[src/rtl/adpll_pkg.sv]
// Shared types, default sizes and saturating code arithmetic for the ADPLL
// DCO loop controller.
package adpll_pkg;

   localparam int CODE_W_DEF  = 7;
   localparam int N_CELLS_DEF = 128;

   typedef enum logic [1:0] {
      IDLE   = 2'd0,
      SEARCH = 2'd1,
      TRACK  = 2'd2
   } state_t;

   // Direction of the most recent tracking move; NONE until the first move.
   typedef enum logic [1:0] {
      DIR_NONE = 2'd0,
      DIR_UP   = 2'd1,
      DIR_DN   = 2'd2
   } dir_t;

   // a + b clamped to the top code.
   function automatic logic [CODE_W_DEF-1:0] sat_add(input logic [CODE_W_DEF-1:0] a,
                                                     input logic [CODE_W_DEF-1:0] b);
      logic [CODE_W_DEF:0] s;
      s = {1'b0, a} + {1'b0, b};
      return s[CODE_W_DEF] ? {CODE_W_DEF{1'b1}} : s[CODE_W_DEF-1:0];
   endfunction

   // a - b clamped to zero.
   function automatic logic [CODE_W_DEF-1:0] sat_sub(input logic [CODE_W_DEF-1:0] a,
                                                     input logic [CODE_W_DEF-1:0] b);
      return (a < b) ? {CODE_W_DEF{1'b0}} : (a - b);
   endfunction

endpackage

[src/rtl/adpll_dco_ctrl_if.sv]
// Control/status bundle between the PFD/modulator side and the DCO loop
// controller. The master drives loop control and PFD decisions; the slave
// (controller) returns the DCO code, thermometer pattern and status flags.
interface adpll_dco_ctrl_if
   import adpll_pkg::*;
#(
   parameter int CODE_W  = CODE_W_DEF,
   parameter int N_CELLS = N_CELLS_DEF
);
   logic               enable;
   logic               pfd_valid;
   logic               pfd_up;
   logic               pfd_dn;
   logic               fsk_en;
   logic               fsk_data;
   logic [CODE_W-1:0]  code;
   logic [N_CELLS-1:0] therm;
   logic               locked;
   logic               busy;

   modport master (
      output enable, pfd_valid, pfd_up, pfd_dn, fsk_en, fsk_data,
      input  code, therm, locked, busy
   );

   modport slave (
      input  enable, pfd_valid, pfd_up, pfd_dn, fsk_en, fsk_data,
      output code, therm, locked, busy
   );
endinterface

[src/rtl/adpll_bin2therm.sv]
// Combinational binary-to-thermometer encoder: therm[k] = (k <= bin), so the
// lowest cell is always on and the full code lights every cell.
module adpll_bin2therm
   import adpll_pkg::*;
#(
   parameter int CODE_W  = CODE_W_DEF,
   parameter int N_CELLS = N_CELLS_DEF
) (
   input  logic [CODE_W-1:0]  bin,
   output logic [N_CELLS-1:0] therm
);

   // Each cell compares its own index against the code.
   always_comb begin
      therm = '0;
      for (int k = 0; k < N_CELLS; k++) begin
         therm[k] = (k <= int'(bin));
      end
   end

endmodule

[src/rtl/adpll_dco_ctrl.sv]
// ADPLL DCO loop controller: 7-step binary frequency search, then +/-1
// tracking with lock detection, then open-loop binary FSK once locked.
// code and therm are registered from one next-code value so they never skew.
module adpll_dco_ctrl
   import adpll_pkg::*;
#(
   parameter int CODE_W      = CODE_W_DEF,
   parameter int N_CELLS     = N_CELLS_DEF,
   parameter int SEARCH_WAIT = 4,
   parameter int LOCK_CNT    = 8,
   parameter int FSK_DELTA   = 4
) (
   input logic              clk,
   input logic              reset,
   adpll_dco_ctrl_if.slave  bus
);

   localparam int IDX_W  = $clog2(CODE_W);
   localparam int WAIT_W = $clog2(SEARCH_WAIT + 1);
   localparam int LCNT_W = $clog2(LOCK_CNT + 1);

   localparam logic [CODE_W-1:0]  SEARCH_START = {1'b1, {(CODE_W-1){1'b0}}};
   localparam logic [CODE_W-1:0]  ONE          = CODE_W'(1);
   localparam logic [CODE_W-1:0]  DELTA        = CODE_W'(FSK_DELTA);
   localparam logic [IDX_W-1:0]   IDX_TOP      = IDX_W'(CODE_W - 1);
   localparam logic [WAIT_W-1:0]  WAIT_LAST    = WAIT_W'(SEARCH_WAIT - 1);
   localparam logic [LCNT_W-1:0]  LCNT_MAX     = LCNT_W'(LOCK_CNT);
   localparam logic [N_CELLS-1:0] THERM_MIN    = {{(N_CELLS-1){1'b0}}, 1'b1};

   state_t             state_q, state_d;
   dir_t               dir_q, dir_d, mv;
   logic [CODE_W-1:0]  base_q, base_d;
   logic [CODE_W-1:0]  code_q, code_d;
   logic [N_CELLS-1:0] therm_q, therm_d;
   logic               locked_q, locked_d;
   logic               busy_q, busy_d;
   logic [IDX_W-1:0]   idx_q, idx_d;
   logic [WAIT_W-1:0]  wait_q, wait_d;
   logic [LCNT_W-1:0]  lcnt_q, lcnt_d, lcnt_inc;
   logic               up_req, dn_req, fsk_active;

   // A decision only counts on a strobe and only when it is unambiguous.
   assign up_req     = bus.pfd_valid & bus.pfd_up & ~bus.pfd_dn;
   assign dn_req     = bus.pfd_valid & bus.pfd_dn & ~bus.pfd_up;
   // locked is only ever set in TRACK, so this also implies TRACK.
   assign fsk_active = locked_q & bus.fsk_en;
   assign lcnt_inc   = (lcnt_q == LCNT_MAX) ? lcnt_q : lcnt_q + 1'b1;

   // Next-state, search/track/FSK datapath and status flags.
   always_comb begin
      state_d  = state_q;
      dir_d    = dir_q;
      base_d   = base_q;
      code_d   = code_q;
      locked_d = locked_q;
      busy_d   = busy_q;
      idx_d    = idx_q;
      wait_d   = wait_q;
      lcnt_d   = lcnt_q;
      mv       = DIR_NONE;

      if (!bus.enable) begin
         // Leaving the loop freezes the DCO where it is; code is not touched.
         state_d  = IDLE;
         dir_d    = DIR_NONE;
         locked_d = 1'b0;
         busy_d   = 1'b0;
         idx_d    = '0;
         wait_d   = '0;
         lcnt_d   = '0;
      end else begin
         case (state_q)
            IDLE: begin
               state_d = SEARCH;
               base_d  = SEARCH_START;
               code_d  = SEARCH_START;
               idx_d   = IDX_TOP;
               wait_d  = '0;
               busy_d  = 1'b1;
            end
            SEARCH: begin
               if (bus.pfd_valid) begin
                  if (wait_q == WAIT_LAST) begin
                     // Last sample of this step decides the trial bit.
                     wait_d = '0;
                     if (bus.pfd_dn & ~bus.pfd_up) begin
                        base_d[idx_q] = 1'b0;
                     end
                     if (idx_q != '0) begin
                        base_d[idx_q - 1'b1] = 1'b1;
                        idx_d                = idx_q - 1'b1;
                     end else begin
                        state_d = TRACK;
                        busy_d  = 1'b0;
                        dir_d   = DIR_NONE;
                        lcnt_d  = '0;
                     end
                     code_d = base_d;
                  end else begin
                     wait_d = wait_q + 1'b1;
                  end
               end
            end
            TRACK: begin
               if (fsk_active) begin
                  // Open-loop modulation: base and lock state stay frozen.
                  code_d = bus.fsk_data ? sat_add(base_q, DELTA) : sat_sub(base_q, DELTA);
               end else begin
                  if (up_req || dn_req) begin
                     base_d = up_req ? sat_add(base_q, ONE) : sat_sub(base_q, ONE);
                     mv     = up_req ? DIR_UP : DIR_DN;
                     dir_d  = mv;
                     if (mv == dir_q) begin
                        // Two moves the same way: still slewing, not locked.
                        lcnt_d   = '0;
                        locked_d = 1'b0;
                     end else begin
                        lcnt_d   = lcnt_inc;
                        locked_d = (lcnt_inc == LCNT_MAX);
                     end
                  end else if (bus.pfd_valid) begin
                     lcnt_d   = lcnt_inc;
                     locked_d = (lcnt_inc == LCNT_MAX);
                  end
                  code_d = base_d;
               end
            end
            default: begin
               state_d = IDLE;
            end
         endcase
      end
   end

   adpll_bin2therm #(
      .CODE_W  (CODE_W),
      .N_CELLS (N_CELLS)
   ) u_bin2therm (
      .bin   (code_d),
      .therm (therm_d)
   );

   // State and output registers; reset restores power-on values everywhere.
   always_ff @(posedge clk) begin
      if (reset) begin
         state_q  <= IDLE;
         dir_q    <= DIR_NONE;
         base_q   <= '0;
         code_q   <= '0;
         therm_q  <= THERM_MIN;
         locked_q <= 1'b0;
         busy_q   <= 1'b0;
         idx_q    <= '0;
         wait_q   <= '0;
         lcnt_q   <= '0;
      end else begin
         state_q  <= state_d;
         dir_q    <= dir_d;
         base_q   <= base_d;
         code_q   <= code_d;
         therm_q  <= therm_d;
         locked_q <= locked_d;
         busy_q   <= busy_d;
         idx_q    <= idx_d;
         wait_q   <= wait_d;
         lcnt_q   <= lcnt_d;
      end
   end

   assign bus.code   = code_q;
   assign bus.therm  = therm_q;
   assign bus.locked = locked_q;
   assign bus.busy   = busy_q;

endmodule

[src/flat_wrapper.sv]
// flat-port wrapper written by rule: the top's interface ports become plain ports
module adpll_dco_ctrl_flat import adpll_pkg::*;
#(
   parameter int CODE_W      = CODE_W_DEF,
   parameter int N_CELLS     = N_CELLS_DEF,
   parameter int SEARCH_WAIT = 4,
   parameter int LOCK_CNT    = 8,
   parameter int FSK_DELTA   = 4
)
  (clk, reset, bus_enable, bus_pfd_valid, bus_pfd_up, bus_pfd_dn, bus_fsk_en, bus_fsk_data, bus_code, bus_therm, bus_locked, bus_busy);
  adpll_dco_ctrl_if #(.CODE_W(CODE_W), .N_CELLS(N_CELLS)) bus_i ();
  input logic clk;
  input logic reset;
  input wire logic [$bits(bus_i.enable)-1:0] bus_enable;
  input wire logic [$bits(bus_i.pfd_valid)-1:0] bus_pfd_valid;
  input wire logic [$bits(bus_i.pfd_up)-1:0] bus_pfd_up;
  input wire logic [$bits(bus_i.pfd_dn)-1:0] bus_pfd_dn;
  input wire logic [$bits(bus_i.fsk_en)-1:0] bus_fsk_en;
  input wire logic [$bits(bus_i.fsk_data)-1:0] bus_fsk_data;
  output wire logic [$bits(bus_i.code)-1:0] bus_code;
  output wire logic [$bits(bus_i.therm)-1:0] bus_therm;
  output wire logic [$bits(bus_i.locked)-1:0] bus_locked;
  output wire logic [$bits(bus_i.busy)-1:0] bus_busy;
  assign bus_i.enable = bus_enable;
  assign bus_i.pfd_valid = bus_pfd_valid;
  assign bus_i.pfd_up = bus_pfd_up;
  assign bus_i.pfd_dn = bus_pfd_dn;
  assign bus_i.fsk_en = bus_fsk_en;
  assign bus_i.fsk_data = bus_fsk_data;
  assign bus_code = bus_i.code;
  assign bus_therm = bus_i.therm;
  assign bus_locked = bus_i.locked;
  assign bus_busy = bus_i.busy;
  adpll_dco_ctrl #(.CODE_W(CODE_W), .N_CELLS(N_CELLS), .SEARCH_WAIT(SEARCH_WAIT), .LOCK_CNT(LOCK_CNT), .FSK_DELTA(FSK_DELTA)) u_core (.clk(clk), .reset(reset), .bus(bus_i));
endmodule
[config.mk]
export PLATFORM = sky130hd
export DESIGN_NAME = adpll_dco_ctrl_flat
export DESIGN_NICKNAME = d
export VERILOG_FILES = /design/src/rtl/adpll_pkg.sv /design/src/rtl/adpll_dco_ctrl_if.sv /design/src/rtl/adpll_bin2therm.sv /design/src/rtl/adpll_dco_ctrl.sv /design/src/flat_wrapper.sv
export SDC_FILE = /design/constraint.sdc
export NUM_CORES = 1
export LEC_CHECK = 0
export CAP_MARGIN = 20
export CORE_MARGIN = 5
export CORE_UTILIZATION = 58
export CTS_BUF_LIST = sky130_fd_sc_hd__clkbuf_8
export DETAILED_ROUTE_END_ITERATION = 8
export GPL_TIMING_DRIVEN = 0
export PLACE_DENSITY_LB_ADDON = 0.05
export RECOVER_POWER = 100
export SYNTH_ARGS = -nofsm -noshare
export SYNTH_HDL_FRONTEND = slang
export SYNTH_HIERARCHICAL = 1
export SYNTH_SLANG_ARGS = --single-unit
[constraint.sdc]
create_clock -name clk -period 5.1 [get_ports clk]
set_input_delay 0.51 -clock clk [delete_from_list [all_inputs] [get_ports clk]]
set_output_delay 0.51 -clock clk [all_outputs]
set_load 0.03 [all_outputs]
* After elaboration in Yosys (flattened, before gate mapping) *
Cells that the tools add are included.

storage, ports and cells
  flip-flop bits (word level) = 158
  input bits = 8
  logic and storage cells = 256

operators by class
  add/subtract/negate cells = 7
  order comparisons = 133
  equal/unequal tests = 13
  mux-type cells = 60
  bitwise gates (word level) = 14
  reduce and logical (&&, ||, !) cells = 18

operators with widths
  kind                                                                              number
  7-bit less-or-equal comparator (first input constant)                             64
  6-bit by 7-bit less-or-equal comparator with 1-bit output (first input constant)  32
  7-bit 2-to-1 mux                                                                  20
  5-bit by 7-bit less-or-equal comparator with 1-bit output (first input constant)  16
  4-bit by 7-bit less-or-equal comparator with 1-bit output (first input constant)  8
  7-bit one-hot mux with 3 select lines                                             2
  4-bit 2-to-1 mux                                                                  8
  3-bit by 7-bit less-or-equal comparator with 1-bit output (first input constant)  4
  2-bit 2-to-1 mux                                                                  9
  3-bit 2-to-1 mux                                                                  5
  2-bit by 7-bit less-or-equal comparator with 1-bit output (first input constant)  2
  3-bit one-hot mux with 2 select lines                                             2
  4-bit AND reduction                                                               3
  6-bit AND reduction                                                               2
  7-bit by 1-bit adder with 8-bit output (second input constant)                    1
  7-bit by 3-bit adder with 8-bit output (second input constant)                    1
  4-bit equality test (second input constant)                                       2
  3-bit by 4-bit less-than comparator with 1-bit output (second input constant)     2
  1-bit 2-to-1 mux                                                                  8
  4-bit one-hot mux with 2 select lines                                             1
  7-bit AND                                                                         1
  1-bit by 7-bit less-or-equal comparator with 1-bit output (first input constant)  1
  7-bit by 1-bit less-than comparator with 1-bit output (second input constant)     1
  7-bit by 3-bit less-than comparator with 1-bit output (second input constant)     1
  30 further kinds                                                                  49

* Logic depth before layout (Yosys ltp) *
  word-level depth = 18
  mapped depth = 15
  depth with buffers taken out = 11

* By module *
The synthesis kept the hierarchy.

by module, submodules not included
  module           instances  cells each  area an instance (sq um)
  adpll_dco_ctrl   1          655         6,188.4
  adpll_bin2therm  1          210         1,168.6

* Worst setup path before layout *
OpenSTA, ideal clock, no wires.

  path type = register -> register
  from = register u_core.idx_q[0]
  to = register u_core.therm_q[105], in the netlist u_core/bus.therm[105]
  setup time = 0.066 ns
  arrival time = 2.698 ns
  required time = 5.034 ns
  slack = 2.336 ns
  cell stages (with the launch flop) = 13
  buffers on the path = 2
  clock period less this slack = 2.764 ns
  cells stage by stage = dfxtp_1 -> clkinv_1 -> ha_1 -> nor3_1 -> a21oi_1 -> o31a_1 -> o311ai_0 -> o22a_1 -> buf_6 -> buf_6 -> o31ai_1 -> a21oi_1 -> nor2b_1

between the ends
  longest elaborated chain between the ends = 18
  elaborated cells between the ends (all ways) = 26

RTL lines
  item                                                                                                                                                         RTL line               text
  start, declared                                                                                                                                              adpll_dco_ctrl.sv:37   logic [IDX_W-1:0] idx_q, idx_d;
  start signal, assigned                                                                                                                                       adpll_dco_ctrl.sv:164  idx_q <= idx_d;
  3-bit by 4-bit less-than comparator with 1-bit output (implied by the code) or 3-bit by 1-bit greater-or-equal comparator with 1-bit output (tied branches)  adpll_dco_ctrl.sv:87   base_d[idx_q] = 1'b0;
  1-bit logical AND (implied by the code)                                                                                                                      adpll_dco_ctrl.sv:87
  1-bit 2-to-1 mux (implied by the code)                                                                                                                       adpll_dco_ctrl.sv:87
  1-bit demux with 3-bit select                                                                                                                                -
  7-bit NOT (no line)                                                                                                                                          -
  7-bit AND (no line)                                                                                                                                          -
  7-bit 2-to-1 mux                                                                                                                                             adpll_dco_ctrl.sv:86   if (bus.pfd_dn & ~bus.pfd_up) begin
  7-bit 2-to-1 mux                                                                                                                                             adpll_dco_ctrl.sv:83   if (wait_q == WAIT_LAST) begin
  (+4 left out)                                                                                                                                                -
  7-bit 2-to-1 mux (*)                                                                                                                                         adpll_dco_ctrl.sv:89   if (idx_q != '0) begin
  7-bit 2-to-1 mux (*)                                                                                                                                         adpll_dco_ctrl.sv:83
  7-bit 2-to-1 mux (*)                                                                                                                                         adpll_dco_ctrl.sv:82   if (bus.pfd_valid) begin
  7-bit one-hot mux with 3 select lines (*)                                                                                                                    adpll_dco_ctrl.sv:72   case (state_q)
  7-bit 2-to-1 mux (*)                                                                                                                                         adpll_dco_ctrl.sv:62   if (!bus.enable) begin
  named net u_core.code_d[3]                                                                                                                                   adpll_dco_ctrl.sv:33   logic [CODE_W-1:0] code_q, code_d;
  7-bit less-or-equal comparator (*)                                                                                                                           adpll_bin2therm.sv:17  therm[k] = (k <= int'(bin));
  named net u_core.therm_d[105]                                                                                                                                adpll_dco_ctrl.sv:34   logic [N_CELLS-1:0] therm_q, therm_d;
  end signal, assigned                                                                                                                                         adpll_dco_ctrl.sv:161  therm_q <= therm_d;
  end, declared                                                                                                                                                adpll_dco_ctrl.sv:34

The timed path passes the listed nets; every way through them passes the cells marked *. The select of a mux whose other input is x is not followed.
A chain may end at the register's enable or synchronous reset.

* Final worst setup path *
  from = register u_core.idx_q[0]
  to = register u_core.therm_q[75], in the netlist u_core/bus.therm[75]

The elaborated chain is that of the path after synthesis.

==> metrics.csv <==
metric,value,unit
numPortBuffers,141,
finalSetupTns,0,ns
ys.flop_type,dfxtp_1,
synth.area.mux_share,0.00408,
grt-busiest-layer,met2,
clock.fmax,239,MHz
drive_above_1_share,0.0674,
reg2regPathDepth,12,
pre_cts_slack,1.25,ns
ys_seq_area_frac,0.430,
clock_latency,0.45,ns
critPathCaptureType,register,
routed_wl,22200,um
drt_iter0_drc,697,
clkSlewWorstSetupHoldPaths,0.09,ns
fin_crit_sh,0.822,
peakVddDrop,0.000219,V
tightest_slew,0.944,ns
cts_max_path_buffers,2,
async_reset_ff_frac,0,
synth-simple-area-share,0.273,
drv_cap,0,
cts-root-buf,clkbuf_8,
finalCriticalPeriod,4.19,ns
synth_fp_nets,886,
dieArea,15000,sq um
critPathMaxFanout,10,
start_util,0.588,
h-tree-depth,4,
rsz0062_at_grt,no,
setup_slack,0.909,ns
ioPinCount,145,
synthesis.area,7360,sq um
ys_ff_latch,158,
drv_slew,0,
hp-class,register to register,
vias,6836,
drc,0,
n_antenna_cell,0,
hold_depth,2,
report.final.hold_viol_count,0,
final_cells,1210,
cts_made_buffers,17,
vias_per_cell,5.65,
synth_compound_area_frac,0.194,
grt_max_degree,17,
cts_resized,0,
yosys_warnings,6,
dp.cells,1178,
synth_top_family_by_area,simple AND/OR/NAND/NOR gates,
ant_nets,0,
fp.dieW,123,um
p_per_area,309,nW/um^2
use_met3,0.107,
core,12500,sq um
postCtsSetupBuffers,0,
routedWlPerCell,18.3,um
syn_to_final_growth,27.1,%
met1_usage,0.409,
mostFrequentLayoutCell,dfxtp_1,
hold_slack,0.455,ns
dpl.hpwl,16300,um
drt-pass1-iter-count,7,
synth_xor_area_frac,0.00714,
grt_pass1_wl,34700,um
std_cell_rows,41,
cts_hold_buf,0,
die_h,123,um
worstPathArrival,4.53,ns
met2_usage,0.444,
layout.nets,1046,
gp_congestion,0.965,
cp_data_required_time,5.44,ns
synth_edf_count,0,
outcome,"complete, no violations",
cts_tree,yes,
slew_headroom,0.366,
clock_skew,0.0147,ns
antenna_found_initial,0,
synth_area_per_cell,8.51,sq um
leakagePower,0.00377,uW
synth_cells,865,
clock-sinks,158,
setup_viol,0,
critPathKind,register to register,
layout_common_cells,"dfxtp_1 (158), nor2b_1 (138), dlygate4sd3_1 (137)",
yosys.cell_types.count,78,
grt_pass1_vias,6507,
grt-ovfl-total,0,
critPathLaunchType,register,
grtUsageTotal,0.301,
synthAdderAreaFrac,0.0221,
registers in the layout, summed over array words and instances (netlist names):
name               cells
u_core/lcnt_q          4
u_core/state_q         2
u_core/base_q          7
u_core/wait_q          3
u_core/bus.locked      1
u_core/bus.therm     128
u_core/bus.code        7
u_core/dir_q           2
u_core/bus.busy        1
u_core/idx_q           3
area by class of cell:
class,count,area [sq um]
fillers,979,3170
well taps,172,215
inverters,32,120
repair buffers,141,1410
clock buffers,18,248
multi-input cells,602,3660
plain buffers,73,360
clock inverters,14,173
flip-flops and latches,158,3160
per-stage QoR:
step	total power [uW]	cell area (sq um)	utilization
2_1_floorplan	1750	7360	-
3_3_place_gp	1970	8980	0.718
3_5_place_dp	1980	8980	0.718
4_1_cts	2940	9400	0.751
5_1_grt	3020	9350	0.747
6_report	2890	9350	0.747
worst max-delay path: stages (launching register included):
cell      delay, ns
dfxtp_1        0.50
clkinv_1       0.30
ha_1           0.35
a21oi_1        0.33
o22a_1         0.22
a21oi_1        0.07
nor4_1         0.49
nor2_1         0.10
clkbuf_1       0.27
a21oi_1        0.41
clkbuf_1       0.63
o21ai_0        0.24
nor2b_1        0.17
where the power goes:
part	switching (uW)	internal [uW]
Combinational	385	210
Clock	500	468
Sequential	23.7	1310
path summary, 6_finish.rpt:
kind | start | end | slack [ns]
setup reg to reg | u_core/idx_q[0] | u_core/bus.therm[75] | 0.91
setup / recovery | u_core/idx_q[0] | u_core/bus.therm[75] | 0.91
hold / removal | u_core/wait_q[2] | u_core/wait_q[2] | 0.46
hold reg to reg | u_core/wait_q[2] | u_core/wait_q[2] | 0.46
cell families (layout without fill, tap and decap cells):
group,Yosys count,in the layout
mux,3,3
simple gates,356,356
fa+ha+maj,13,13
buf+inv,105,278
other cells,1,1
xor+xnor,6,6
compound gates,223,223
flops,158,158
metal layers:
metal | part of all wire | up-vias
met2 | 0.44 | 353
li1 | - | 3293
met1 | 0.43 | 3158
met5 | 0 | -
met3 | 0.12 | 32
met4 | 0.020 | 0
cell usage after synthesis (13+ instances only):
cell | number | area share
inv_1 | 28 | 0.014
nor2_1 | 60 | 0.031
o21bai_1 | 17 | 0.017
nand3_1 | 18 | 0.012
a21oi_1 | 67 | 0.046
nor3_1 | 22 | 0.015
ha_1 | 13 | 0.022
buf_2 | 24 | 0.016
clkbuf_1 | 32 | 0.016
nor2b_1 | 138 | 0.12
dfxtp_1 | 158 | 0.43
nand2_1 | 51 | 0.026
a21boi_0 | 13 | 0.013
o21ai_0 | 48 | 0.033
Note: power is estimated with default switching activity, not from simulation.
